File: src/rtl/wb_redirect_unit_if.sv
// Signal bundle between the decode/execute pipe registers, the load port and
// the writeback/redirect stage. "master" is the upstream side, "slave" is the stage.
interface wb_redirect_unit_if;
    logic        x_valid;
    logic [15:0] x_pc;
    logic [3:0]  x_rt;
    logic [15:0] x_result;
    logic [15:0] x_va;
    logic [15:0] x_vt;
    logic        x_isJmp;
    logic        x_isJz;
    logic        x_isJnz;
    logic        x_isJs;
    logic        x_isJns;
    logic        x_isLd;
    logic        x_isSt;
    logic        x_isHalt;
    logic        x_writesReg;
    logic [15:0] mem_rdata;
    logic        mem_rvalid;
    logic        mem_ren;
    logic [15:0] mem_raddr;
    logic        wb_wen;
    logic [3:0]  wb_waddr;
    logic [15:0] wb_wdata;
    logic        x_stall;
    logic        flush;
    logic [15:0] redirect_pc;
    logic        halted;

    modport master (
        output x_valid, x_pc, x_rt, x_result, x_va, x_vt,
        output x_isJmp, x_isJz, x_isJnz, x_isJs, x_isJns,
        output x_isLd, x_isSt, x_isHalt, x_writesReg,
        output mem_rdata, mem_rvalid,
        input  mem_ren, mem_raddr, wb_wen, wb_waddr, wb_wdata,
        input  x_stall, flush, redirect_pc, halted
    );

    modport slave (
        input  x_valid, x_pc, x_rt, x_result, x_va, x_vt,
        input  x_isJmp, x_isJz, x_isJnz, x_isJs, x_isJns,
        input  x_isLd, x_isSt, x_isHalt, x_writesReg,
        input  mem_rdata, mem_rvalid,
        output mem_ren, mem_raddr, wb_wen, wb_waddr, wb_wdata,
        output x_stall, flush, redirect_pc, halted
    );
endinterface

File: src/rtl/wb_redirect_unit.sv
// Writeback / control-redirect stage: retires one instruction per cycle, resolves
// jumps into a timed flush plus redirect PC, sequences loads and latches halt.
module wb_redirect_unit #(
    parameter int FLUSH_CYCLES = 2
) (
    input  logic              clk,
    input  logic              rst_n,
    wb_redirect_unit_if.slave bus
);
    typedef enum logic [1:0] {
        RUN     = 2'd0,
        WAIT_LD = 2'd1,
        HALTED  = 2'd2
    } state_e;

    localparam logic [2:0] FLUSH_INIT = 3'(FLUSH_CYCLES);

    state_e      state_q, state_d;
    logic [2:0]  flush_cnt_q, flush_cnt_d;
    logic        mem_ren_q, mem_ren_d;
    logic [15:0] mem_raddr_q, mem_raddr_d;
    logic        wb_wen_q, wb_wen_d;
    logic [3:0]  wb_waddr_q, wb_waddr_d;
    logic [15:0] wb_wdata_q, wb_wdata_d;
    logic [15:0] redirect_pc_q, redirect_pc_d;
    logic        halted_q, halted_d;
    logic [3:0]  ld_rt_q, ld_rt_d;
    logic        accept_s;
    logic        is_jump_s;
    logic        unused_s;

    function automatic logic jump_taken(
        input logic        is_jmp,
        input logic        is_jz,
        input logic        is_jnz,
        input logic        is_js,
        input logic        is_jns,
        input logic [15:0] va
    );
        logic zero_v;
        zero_v = (va == 16'd0);
        return is_jmp | (is_jz & zero_v) | (is_jnz & ~zero_v) |
               (is_js & va[15]) | (is_jns & ~va[15]);
    endfunction

    // A valid instruction arriving during a flush window is squashed, not accepted.
    assign accept_s  = bus.x_valid & (state_q == RUN) & (flush_cnt_q == 3'd0);
    assign is_jump_s = bus.x_isJmp | bus.x_isJz | bus.x_isJnz | bus.x_isJs | bus.x_isJns;
    assign unused_s  = ^bus.x_pc;

    // Next-state and registered-output computation.
    always_comb begin
        state_d       = state_q;
        flush_cnt_d   = (flush_cnt_q != 3'd0) ? (flush_cnt_q - 3'd1) : 3'd0;
        mem_ren_d     = 1'b0;
        mem_raddr_d   = mem_raddr_q;
        wb_wen_d      = 1'b0;
        wb_waddr_d    = wb_waddr_q;
        wb_wdata_d    = wb_wdata_q;
        redirect_pc_d = redirect_pc_q;
        halted_d      = halted_q;
        ld_rt_d       = ld_rt_q;
        case (state_q)
            RUN: begin
                if (!accept_s) begin
                    state_d = RUN;
                end else if (bus.x_isHalt) begin
                    state_d  = HALTED;
                    halted_d = 1'b1;
                end else if (bus.x_isLd) begin
                    state_d     = WAIT_LD;
                    mem_ren_d   = 1'b1;
                    mem_raddr_d = bus.x_result;
                    ld_rt_d     = bus.x_rt;
                end else if (is_jump_s) begin
                    if (jump_taken(bus.x_isJmp, bus.x_isJz, bus.x_isJnz,
                                   bus.x_isJs, bus.x_isJns, bus.x_va)) begin
                        redirect_pc_d = bus.x_vt;
                        flush_cnt_d   = FLUSH_INIT;
                    end else begin
                        redirect_pc_d = redirect_pc_q;
                    end
                end else if (bus.x_writesReg && !bus.x_isSt && (bus.x_rt != 4'd0)) begin
                    wb_wen_d   = 1'b1;
                    wb_waddr_d = bus.x_rt;
                    wb_wdata_d = bus.x_result;
                end else begin
                    state_d = RUN;
                end
            end
            WAIT_LD: begin
                if (!bus.mem_rvalid) begin
                    state_d = WAIT_LD;
                end else if (ld_rt_q != 4'd0) begin
                    state_d    = RUN;
                    wb_wen_d   = 1'b1;
                    wb_waddr_d = ld_rt_q;
                    wb_wdata_d = bus.mem_rdata;
                end else begin
                    state_d = RUN;
                end
            end
            HALTED: begin
                state_d  = HALTED;
                halted_d = 1'b1;
            end
            default: begin
                state_d = RUN;
            end
        endcase
    end

    // State and output registers.
    always_ff @(posedge clk or negedge rst_n) begin
        if (!rst_n) begin
            state_q       <= RUN;
            flush_cnt_q   <= 3'd0;
            mem_ren_q     <= 1'b0;
            mem_raddr_q   <= 16'd0;
            wb_wen_q      <= 1'b0;
            wb_waddr_q    <= 4'd0;
            wb_wdata_q    <= 16'd0;
            redirect_pc_q <= 16'd0;
            halted_q      <= 1'b0;
            ld_rt_q       <= 4'd0;
        end else begin
            state_q       <= state_d;
            flush_cnt_q   <= flush_cnt_d;
            mem_ren_q     <= mem_ren_d;
            mem_raddr_q   <= mem_raddr_d;
            wb_wen_q      <= wb_wen_d;
            wb_waddr_q    <= wb_waddr_d;
            wb_wdata_q    <= wb_wdata_d;
            redirect_pc_q <= redirect_pc_d;
            halted_q      <= halted_d;
            ld_rt_q       <= ld_rt_d;
        end
    end

    assign bus.mem_ren     = mem_ren_q;
    assign bus.mem_raddr   = mem_raddr_q;
    assign bus.wb_wen      = wb_wen_q;
    assign bus.wb_waddr    = wb_waddr_q;
    assign bus.wb_wdata    = wb_wdata_q;
    assign bus.redirect_pc = redirect_pc_q;
    assign bus.halted      = halted_q;
    assign bus.x_stall     = (state_q != RUN);
    assign bus.flush       = (flush_cnt_q != 3'd0);
endmodule
File: src/flat_wrapper.sv
// flat-port wrapper written by rule: the top's interface ports become plain ports
module wb_redirect_unit_flat 
#(
    parameter int FLUSH_CYCLES = 2
)
  (clk, rst_n, bus_x_valid, bus_x_pc, bus_x_rt, bus_x_result, bus_x_va, bus_x_vt, bus_x_isJmp, bus_x_isJz, bus_x_isJnz, bus_x_isJs, bus_x_isJns, bus_x_isLd, bus_x_isSt, bus_x_isHalt, bus_x_writesReg, bus_mem_rdata, bus_mem_rvalid, bus_mem_ren, bus_mem_raddr, bus_wb_wen, bus_wb_waddr, bus_wb_wdata, bus_x_stall, bus_flush, bus_redirect_pc, bus_halted);
  wb_redirect_unit_if bus_i ();
  input  logic clk;
  input  logic rst_n;
  input wire logic [$bits(bus_i.x_valid)-1:0] bus_x_valid;
  input wire logic [$bits(bus_i.x_pc)-1:0] bus_x_pc;
  input wire logic [$bits(bus_i.x_rt)-1:0] bus_x_rt;
  input wire logic [$bits(bus_i.x_result)-1:0] bus_x_result;
  input wire logic [$bits(bus_i.x_va)-1:0] bus_x_va;
  input wire logic [$bits(bus_i.x_vt)-1:0] bus_x_vt;
  input wire logic [$bits(bus_i.x_isJmp)-1:0] bus_x_isJmp;
  input wire logic [$bits(bus_i.x_isJz)-1:0] bus_x_isJz;
  input wire logic [$bits(bus_i.x_isJnz)-1:0] bus_x_isJnz;
  input wire logic [$bits(bus_i.x_isJs)-1:0] bus_x_isJs;
  input wire logic [$bits(bus_i.x_isJns)-1:0] bus_x_isJns;
  input wire logic [$bits(bus_i.x_isLd)-1:0] bus_x_isLd;
  input wire logic [$bits(bus_i.x_isSt)-1:0] bus_x_isSt;
  input wire logic [$bits(bus_i.x_isHalt)-1:0] bus_x_isHalt;
  input wire logic [$bits(bus_i.x_writesReg)-1:0] bus_x_writesReg;
  input wire logic [$bits(bus_i.mem_rdata)-1:0] bus_mem_rdata;
  input wire logic [$bits(bus_i.mem_rvalid)-1:0] bus_mem_rvalid;
  output wire logic [$bits(bus_i.mem_ren)-1:0] bus_mem_ren;
  output wire logic [$bits(bus_i.mem_raddr)-1:0] bus_mem_raddr;
  output wire logic [$bits(bus_i.wb_wen)-1:0] bus_wb_wen;
  output wire logic [$bits(bus_i.wb_waddr)-1:0] bus_wb_waddr;
  output wire logic [$bits(bus_i.wb_wdata)-1:0] bus_wb_wdata;
  output wire logic [$bits(bus_i.x_stall)-1:0] bus_x_stall;
  output wire logic [$bits(bus_i.flush)-1:0] bus_flush;
  output wire logic [$bits(bus_i.redirect_pc)-1:0] bus_redirect_pc;
  output wire logic [$bits(bus_i.halted)-1:0] bus_halted;
  assign bus_i.x_valid = bus_x_valid;
  assign bus_i.x_pc = bus_x_pc;
  assign bus_i.x_rt = bus_x_rt;
  assign bus_i.x_result = bus_x_result;
  assign bus_i.x_va = bus_x_va;
  assign bus_i.x_vt = bus_x_vt;
  assign bus_i.x_isJmp = bus_x_isJmp;
  assign bus_i.x_isJz = bus_x_isJz;
  assign bus_i.x_isJnz = bus_x_isJnz;
  assign bus_i.x_isJs = bus_x_isJs;
  assign bus_i.x_isJns = bus_x_isJns;
  assign bus_i.x_isLd = bus_x_isLd;
  assign bus_i.x_isSt = bus_x_isSt;
  assign bus_i.x_isHalt = bus_x_isHalt;
  assign bus_i.x_writesReg = bus_x_writesReg;
  assign bus_i.mem_rdata = bus_mem_rdata;
  assign bus_i.mem_rvalid = bus_mem_rvalid;
  assign bus_mem_ren = bus_i.mem_ren;
  assign bus_mem_raddr = bus_i.mem_raddr;
  assign bus_wb_wen = bus_i.wb_wen;
  assign bus_wb_waddr = bus_i.wb_waddr;
  assign bus_wb_wdata = bus_i.wb_wdata;
  assign bus_x_stall = bus_i.x_stall;
  assign bus_flush = bus_i.flush;
  assign bus_redirect_pc = bus_i.redirect_pc;
  assign bus_halted = bus_i.halted;
  wb_redirect_unit #(.FLUSH_CYCLES(FLUSH_CYCLES)) u_core (.clk(clk), .rst_n(rst_n), .bus(bus_i));
endmodule
File: config.mk
export PLATFORM = sky130hd
export DESIGN_NAME = wb_redirect_unit_flat
export DESIGN_NICKNAME = d
export VERILOG_FILES = /design/src/rtl/wb_redirect_unit_if.sv /design/src/rtl/wb_redirect_unit.sv /design/src/flat_wrapper.sv
export SDC_FILE = /design/constraint.sdc
export NUM_CORES = 1
export LEC_CHECK = 0
export ABC_AREA = 1
export BUFFER_PORTS_ARGS = -buffer_cell sky130_fd_sc_hd__buf_2
export CAP_MARGIN = 25
export CORE_MARGIN = 8
export CORE_UTILIZATION = 45
export CTS_CLUSTER_DIAMETER = 30
export DETAILED_ROUTE_END_ITERATION = 8
export PLACE_DENSITY = 0.77
export SLEW_MARGIN = 20
export SYNTH_ARGS = -nofsm -noshare
export SYNTH_HDL_FRONTEND = slang
export SYNTH_SLANG_ARGS = --single-unit
export TNS_END_PERCENT = 10
File: constraint.sdc
create_clock -name clk -period 2.3 [get_ports clk]
set_clock_uncertainty 0.1 [all_clocks]
set_input_delay 0.345 -clock clk [delete_from_list [all_inputs] [get_ports clk]]
set_output_delay 0.345 -clock clk [all_outputs]
set_load 0.02 [all_outputs]
==> run summary, run 1 <==
Worst Path Max Fanout: 18
Critical Path RT: 2430 ps
f_max: 0.499 GHz
initial antenna violation count: 0
wire length per cell: 14.1 um
setup violators final: 0
Final Total Pwr: 4.72 mW
Crit Path Class: flip-flop to flip-flop
hold worst-path end: u_core.bus.mem_raddr[13]$_DFFE_PN0P_
ys flop type: dfrtp_1
Die W: 96.9 um
TritonCTS Sinks: 64
Mapped Cells: 364
RSZ-0062 raised after global routing: false
Place WS: 315 ps
Syn Area/Cell: 8.08 sq um
Detailed Route Iter0 Violations: 121
I/O pin count: 154
Startpoint Class: flip-flop
relative slew slack: 71.7%
top cells by area, synth: dfrtp_1 (54%), nand2_1 (24%), nand3_1 (6.5%)
outcome: finished, final reports clean
post-synth top area share: 54.4%
PostCTS Resize Cnt: 0
port bufs: 137
Max Cap Violations: 0
total grt overflow: 0
Die Ht: 96.9 um
Clock Latency Late Sink: 340 ps
DRT Wirelength: 8270 um
Hold Path Depth: 3
Worst R2R Path Depth: 9
Antenna Nets Post-Route: 0
leakage: 2.36 nW
FF+latch count, synth: 64
Hold Path Origin: bus_x_result[13]
GRT Util Overall: 18.2%
fin nets: 604
Crit Reg-Reg Endpoint: u_core.bus.redirect_pc[15]$_DFFE_PN0P_
Hold Slack: 120 ps
via count: 2,800
maximum vdd ir drop: 629 uV
Cell Area, Synth: 2940 sq um
core box area: 6350 sq um
Worst Hold Class: input pin to flip-flop
site row count: 29
area of the multi-input gates: 1200 sq um
launching point of the worst reg2reg path: u_core.flush_cnt_q[0]$_DFF_PN0_
CTS clock-pin slew for the worst setup and hold paths: 80 ps
Critical Path End Type: flip-flop
share of layout cells above drive strength 1: 34.3%
CTS tree: built
ant diodes: 0
drt drc: 0
FILL cells: 576
root buffer cell: clkbuf_8
setup slack, reg-to-reg: 290 ps
fraction of registers with async set/reset: 100%
routability cong.: 0.822
met2 usage: 28.1%
met3 Use GR: 7.11%
pins over their slew limit: 0
register area share after synthesis: 54.4%
Critical Path AT: 2140 ps
final hold violations: 0
first-pass GRT wire length: 14,300 um
via count of the first global-routing pass: 2,988
1st-pass router iterations: 4
post-route setup slack: 294 ps
Via density: 4.77
GRT busiest layer: met2
Synth area leader: dfrtp_1
H-tree Lvls: 3
Final min period: 2010 ps
Area Growth Syn to Fin: 35.2%
Synth warnings: 0
post-synthesis cell type count: 28
setup TNS: 0 ps
met1 Resource Use GR: 22.4%
Tightest Pin Transition: 423 ps
DIE AREA: 9380 sq um
total CTS buffers: 9
Mapped Nets: 463
pwr dens: 1190 nW/um^2
largest net degree at the start of global routing: 65
clk buf depth: 2
dpl hpwl: 6160 um
Final period util: 87.2%
number of synthesized flops with an enable pin: 0
Storage cell area: 1600 sq um
crit path from: u_core.flush_cnt_q[0]$_DFF_PN0_
Starting Density: 46.3%
## repair_timing
action	in CTS	in global routing
buffers inserted	0	0
hold endpoints to repair	64	0
hold buffers	1	0
## worst max-delay path, stage by stage, from the launching register on
cell,delay (ps)
dfrtp_1,400
nor2_1,130
ha_1,260
nand4_4,160
nor2_4,130
nand2_2,90
nor2_8,250
nand2_4,180
nand2_1,120
nand2_1,60
## stage by stage
| stage | util [%] | cells | cell area [sq um] |
|---|---|---|---|
| 2_1_floorplan | - | 364 | 2940 |
| 3_3_place_gp | 58.6 | 570 | 3720 |
| 3_5_place_dp | 58.6 | 570 | 3720 |
| 4_1_cts | 62.6 | 587 | 3980 |
| 5_1_grt | 62.6 | 587 | 3980 |
| 6_report | 62.6 | 587 | 3980 |
## synth_stat cells (2+ instances only)
cell type,n
nand2_1,187
o21ai_0,6
clkbuf_1,4
nor2_1,17
o21ai_1,3
nand3_1,38
buf_4,3
a21oi_1,2
inv_1,11
inv_2,4
dfrtp_1,64
nor3_4,2
buf_2,7
ha_1,2
## cell type report
type                       instances  area share, %
inverter                          15           1.42
clock inverter                     7           3.15
sequential                        64           40.3
tap                               77           2.42
multi-input combinational        270           30.2
clock buffer                       9           3.11
timing repair buffer             145           19.4
## layout by cell type, fill, tap and decap left out, drive strengths merged
cell type    count
buf            144
nand4            3
or2              1
a211oi           1
clkinv           1
clkbuf           9
dfrtp           64
inv             18
dlygate4sd3      1
nand2          189
ha               2
o22ai            1
bufinv           3
nor3             2
nor2            20
o21ai            9
nand3           39
a21boi           1
a21oi            2
## metal layers
layer	routed length, um	up-vias
li1	-	1419
met1	3660	1251
met2	3720	117
met3	754	13
met4	139	0
met5	0	-
## state kept, by name (all words and copies together) (netlist names)
signal / count
u_core.bus.mem_ren: 1
u_core.bus.halted: 1
u_core.bus.wb_wdata: 16
u_core.flush_cnt_q: 3
u_core.state_q: 2
u_core.bus.redirect_pc: 16
u_core.ld_rt_q: 4
u_core.bus.wb_waddr: 4
u_core.bus.wb_wen: 1
u_core.bus.mem_raddr: 16
## how the worst max path moves through the flow
stage,end,cells past startpoint
floorplan,u_core.bus.redirect_pc[10]$_DFFE_PN0P_,10
global placement,u_core.bus.redirect_pc[5]$_DFFE_PN0P_,9
detailed placement,u_core.bus.redirect_pc[13]$_DFFE_PN0P_,9
CTS,u_core.bus.redirect_pc[15]$_DFFE_PN0P_,9
global route,u_core.bus.redirect_pc[4]$_DFFE_PN0P_,9
finish,u_core.bus.redirect_pc[15]$_DFFE_PN0P_,9
## power by group
part           switching [mW]  leakage, nW  internal [mW]  total, mW
Combinational            1.14         1.41          0.580       1.72
Sequential              0.226        0.821           1.57       1.80
Clock                   0.470        0.125          0.733       1.20
Total                    1.84         2.36           2.89       4.72
## logic make-up after synthesis
family	count (synthesis)	synth area share, %
AO/OA/AOI/OAI	14	2.59
AND/OR/NAND/NOR	254	37.4
adder cells (fa/ha/maj)	2	0.850
buffers and inverters	30	4.76
flip-flops	64	54.4
Note: power is estimated with default switching activity, not from simulation.
==> run 2, diff against run 1 <==
Settings changed: GPL_TIMING_DRIVEN set to 0.
==> run summary, run 2 (synthesis results as in run 1) <==
outcome: finished, final reports clean (unchanged)
port bufs: 137 (unchanged)
relative slew slack: 66.8% (was 71.7%)
initial antenna violation count: 0 (unchanged)
Detailed Route Iter0 Violations: 189 (was 121)
wire length per cell: 14.0 um (was 14.1 um)
Worst path most repeated cell: nand2_1 (unchanged)
Antenna Nets Post-Route: 0 (unchanged)
non-filler cells in the finished layout: 596 (was 587)
crit path from: u_core.flush_cnt_q[0]$_DFF_PN0_ (unchanged)
crit path to: u_core.bus.mem_raddr[12]$_DFFE_PN0P_ (was u_core.bus.redirect_pc[15]$_DFFE_PN0P_)
RSZ-0062 raised after global routing: false (unchanged)
via count of the first global-routing pass: 2,994 (was 2,988)
root buffer cell: clkbuf_8 (unchanged)
Hold Path Origin: bus_x_result[7] (was bus_x_result[13])
Tightest Pin Transition: 497 ps (was 423 ps)
share of layout cells above drive strength 1: 34.7% (was 34.3%)
Buffers & Inverters on Critical Path: 2 (was 0)
Starting Density: 46.3% (unchanged)
Via density: 4.79 (was 4.77)
total grt overflow: 0 (unchanged)
pwr dens: 1180 nW/um^2 (was 1190 nW/um^2)
1st-pass router iterations: 4 (unchanged)
Worst Hold Class: input pin to flip-flop (unchanged)
CP Depth: 8 (was 9)
Startpoint Class: flip-flop (unchanged)
Die W: 96.9 um (unchanged)
setup TNS: 0 ps (unchanged)
CTS clock-pin slew for the worst setup and hold paths: 80 ps (about the same)
Worst Path Max Fanout: 10 (was 18)
I/O pin count: 154 (unchanged)
TritonCTS Sinks: 64 (unchanged)
critical path's slowest cell: dfrtp_1 (unchanged)
crit path cell chain: nor2_1 -> ha_1 -> nand4_4 -> nor3_4 -> inv_2 -> buf_2 -> nand2_1 -> nand2_1 (was nor2_1 -> ha_1 -> nand4_4 -> nor2_4 -> nand2_2 -> nor2_8 -> nand2_4 -> nand2_1 -> nand2_1)
placed insts: 579 (was 570)
CP peak stage delay: 400 ps (about the same)
maximum vdd ir drop: 666 uV (was 629 uV)
pins over their slew limit: 0 (unchanged)
launching point of the worst reg2reg path: u_core.flush_cnt_q[0]$_DFF_PN0_ (unchanged)
Critical Path RT: 2430 ps (about the same)
PostCTS Resize Cnt: 0 (unchanged)
via count: 2,853 (was 2,800)
DIE AREA: 9380 sq um (unchanged)
Max Cap Violations: 0 (unchanged)
commonest non-fill, non-tap cell in the layout: nand2_1 (unchanged)
clk buf depth: 2 (unchanged)
Final Total Pwr: 4.74 mW (was 4.72 mW)
largest net degree at the start of global routing: 34 (was 65)
dpl hpwl: 6410 um (was 6160 um)
hold-fix buffers at CTS: 1 (unchanged)
GRT Util Overall: 18.5% (was 18.2%)
ant diodes: 0 (unchanged)
Crit Path Class: flip-flop to flip-flop (unchanged)
Hold Slack: 121 ps (was 120 ps)
Worst R2R Path Depth: 8 (was 9)
Final min period: 2000 ps (was 2010 ps)
f_max: 0.500 GHz (was 0.499 GHz)
DRT Wirelength: 8330 um (was 8270 um)
core box area: 6350 sq um (unchanged)
commonest cells after routing, fill and taps aside: nand2_1 (187), buf_2 (143), dfrtp_1 (64), nand3_1 (38), nor2_1 (17) (was nand2_1 (187), buf_2 (137), dfrtp_1 (64), nand3_1 (38), nor2_1 (17))
Area Growth Syn to Fin: 36.1% (was 35.2%)
setup slack, reg-to-reg: 300 ps (was 290 ps)
total CTS buffers: 9 (unchanged)
post-CTS setup buffers: 0 (unchanged)
fin nets: 613 (was 604)
CTS tree: built (unchanged)
setup violators final: 0 (unchanged)
site row count: 29 (unchanged)
routability cong.: 0.808 (was 0.822)
Die Ht: 96.9 um (unchanged)
drt drc: 0 (unchanged)
Crit Reg-Reg Endpoint: u_core.bus.mem_raddr[12]$_DFFE_PN0P_ (was u_core.bus.redirect_pc[15]$_DFFE_PN0P_)
Clock Latency Late Sink: 340 ps (about the same)
Critical Path End Type: flip-flop (unchanged)
leakage: 2.38 nW (was 2.36 nW)
Top delay family on crit path: simple AND/OR/NAND/NOR gates (unchanged)
H-tree Lvls: 3 (unchanged)
Final period util: 86.9% (was 87.2%)
Critical Path AT: 2120 ps (was 2140 ps)
first-pass GRT wire length: 14,500 um (was 14,300 um)
final hold violations: 0 (unchanged)
[run 2: how the worst min path moves through the flow]
stage / to / slack (ps) / depth (start not counted)
after floorplan: u_core.bus.halted$_DFFE_PN0P_ / -50 / 0
after global routing: u_core.bus.mem_raddr[7]$_DFFE_PN0P_ / 110 / 3
after CTS: u_core.bus.mem_raddr[11]$_DFFE_PN0P_ / 100 / 3
final: u_core.bus.mem_raddr[7]$_DFFE_PN0P_ / 120 / 3
after global placement: u_core.flush_cnt_q[0]$_DFF_PN0_ / 340 / 1
after detailed placement: u_core.bus.redirect_pc[8]$_DFFE_PN0P_ / 220 / 1
[run 2: per-stage QoR]
stage | worst slack (ps) | instance area (sq um) | util (%)
after floorplan | 561 | 2940 | -
after global placement | 377 | 3720 | 58.7
after detailed placement | 319 | 3750 | 59.0
after CTS | 295 | 4010 | 63.1
after global routing | 109 | 4010 | 63.1
final | 302 | 4010 | 63.1
[run 2: area by class of cell]
class / count / area [sq um]
flip-flops and latches: 64 / 1600
inverters: 15 / 56.3
clock buffers: 9 / 124
fillers: 588 / 2340
repair buffers: 139 / 718
well taps: 77 / 96.3
clock inverters: 7 / 125
plain buffers: 15 / 83.8
multi-input cells: 270 / 1200
[run 2: tightest hold or removal path, stage by stage]
cell and delay (ps):
buf_2 90, nand2_1 50, nand2_1 50
[run 2: metal layers]
layer	global-route usage [%]	wire (um)
met4	4.97	75
met3	8.18	797
met1	23.3	3680
met5	0	0
met2	27.9	3780
[run 2: power by group]
part	switching (mW)	internal, mW	total, mW
clock network	0.472	0.733	1.21
registers	0.232	1.58	1.81
logic	1.14	0.584	1.73
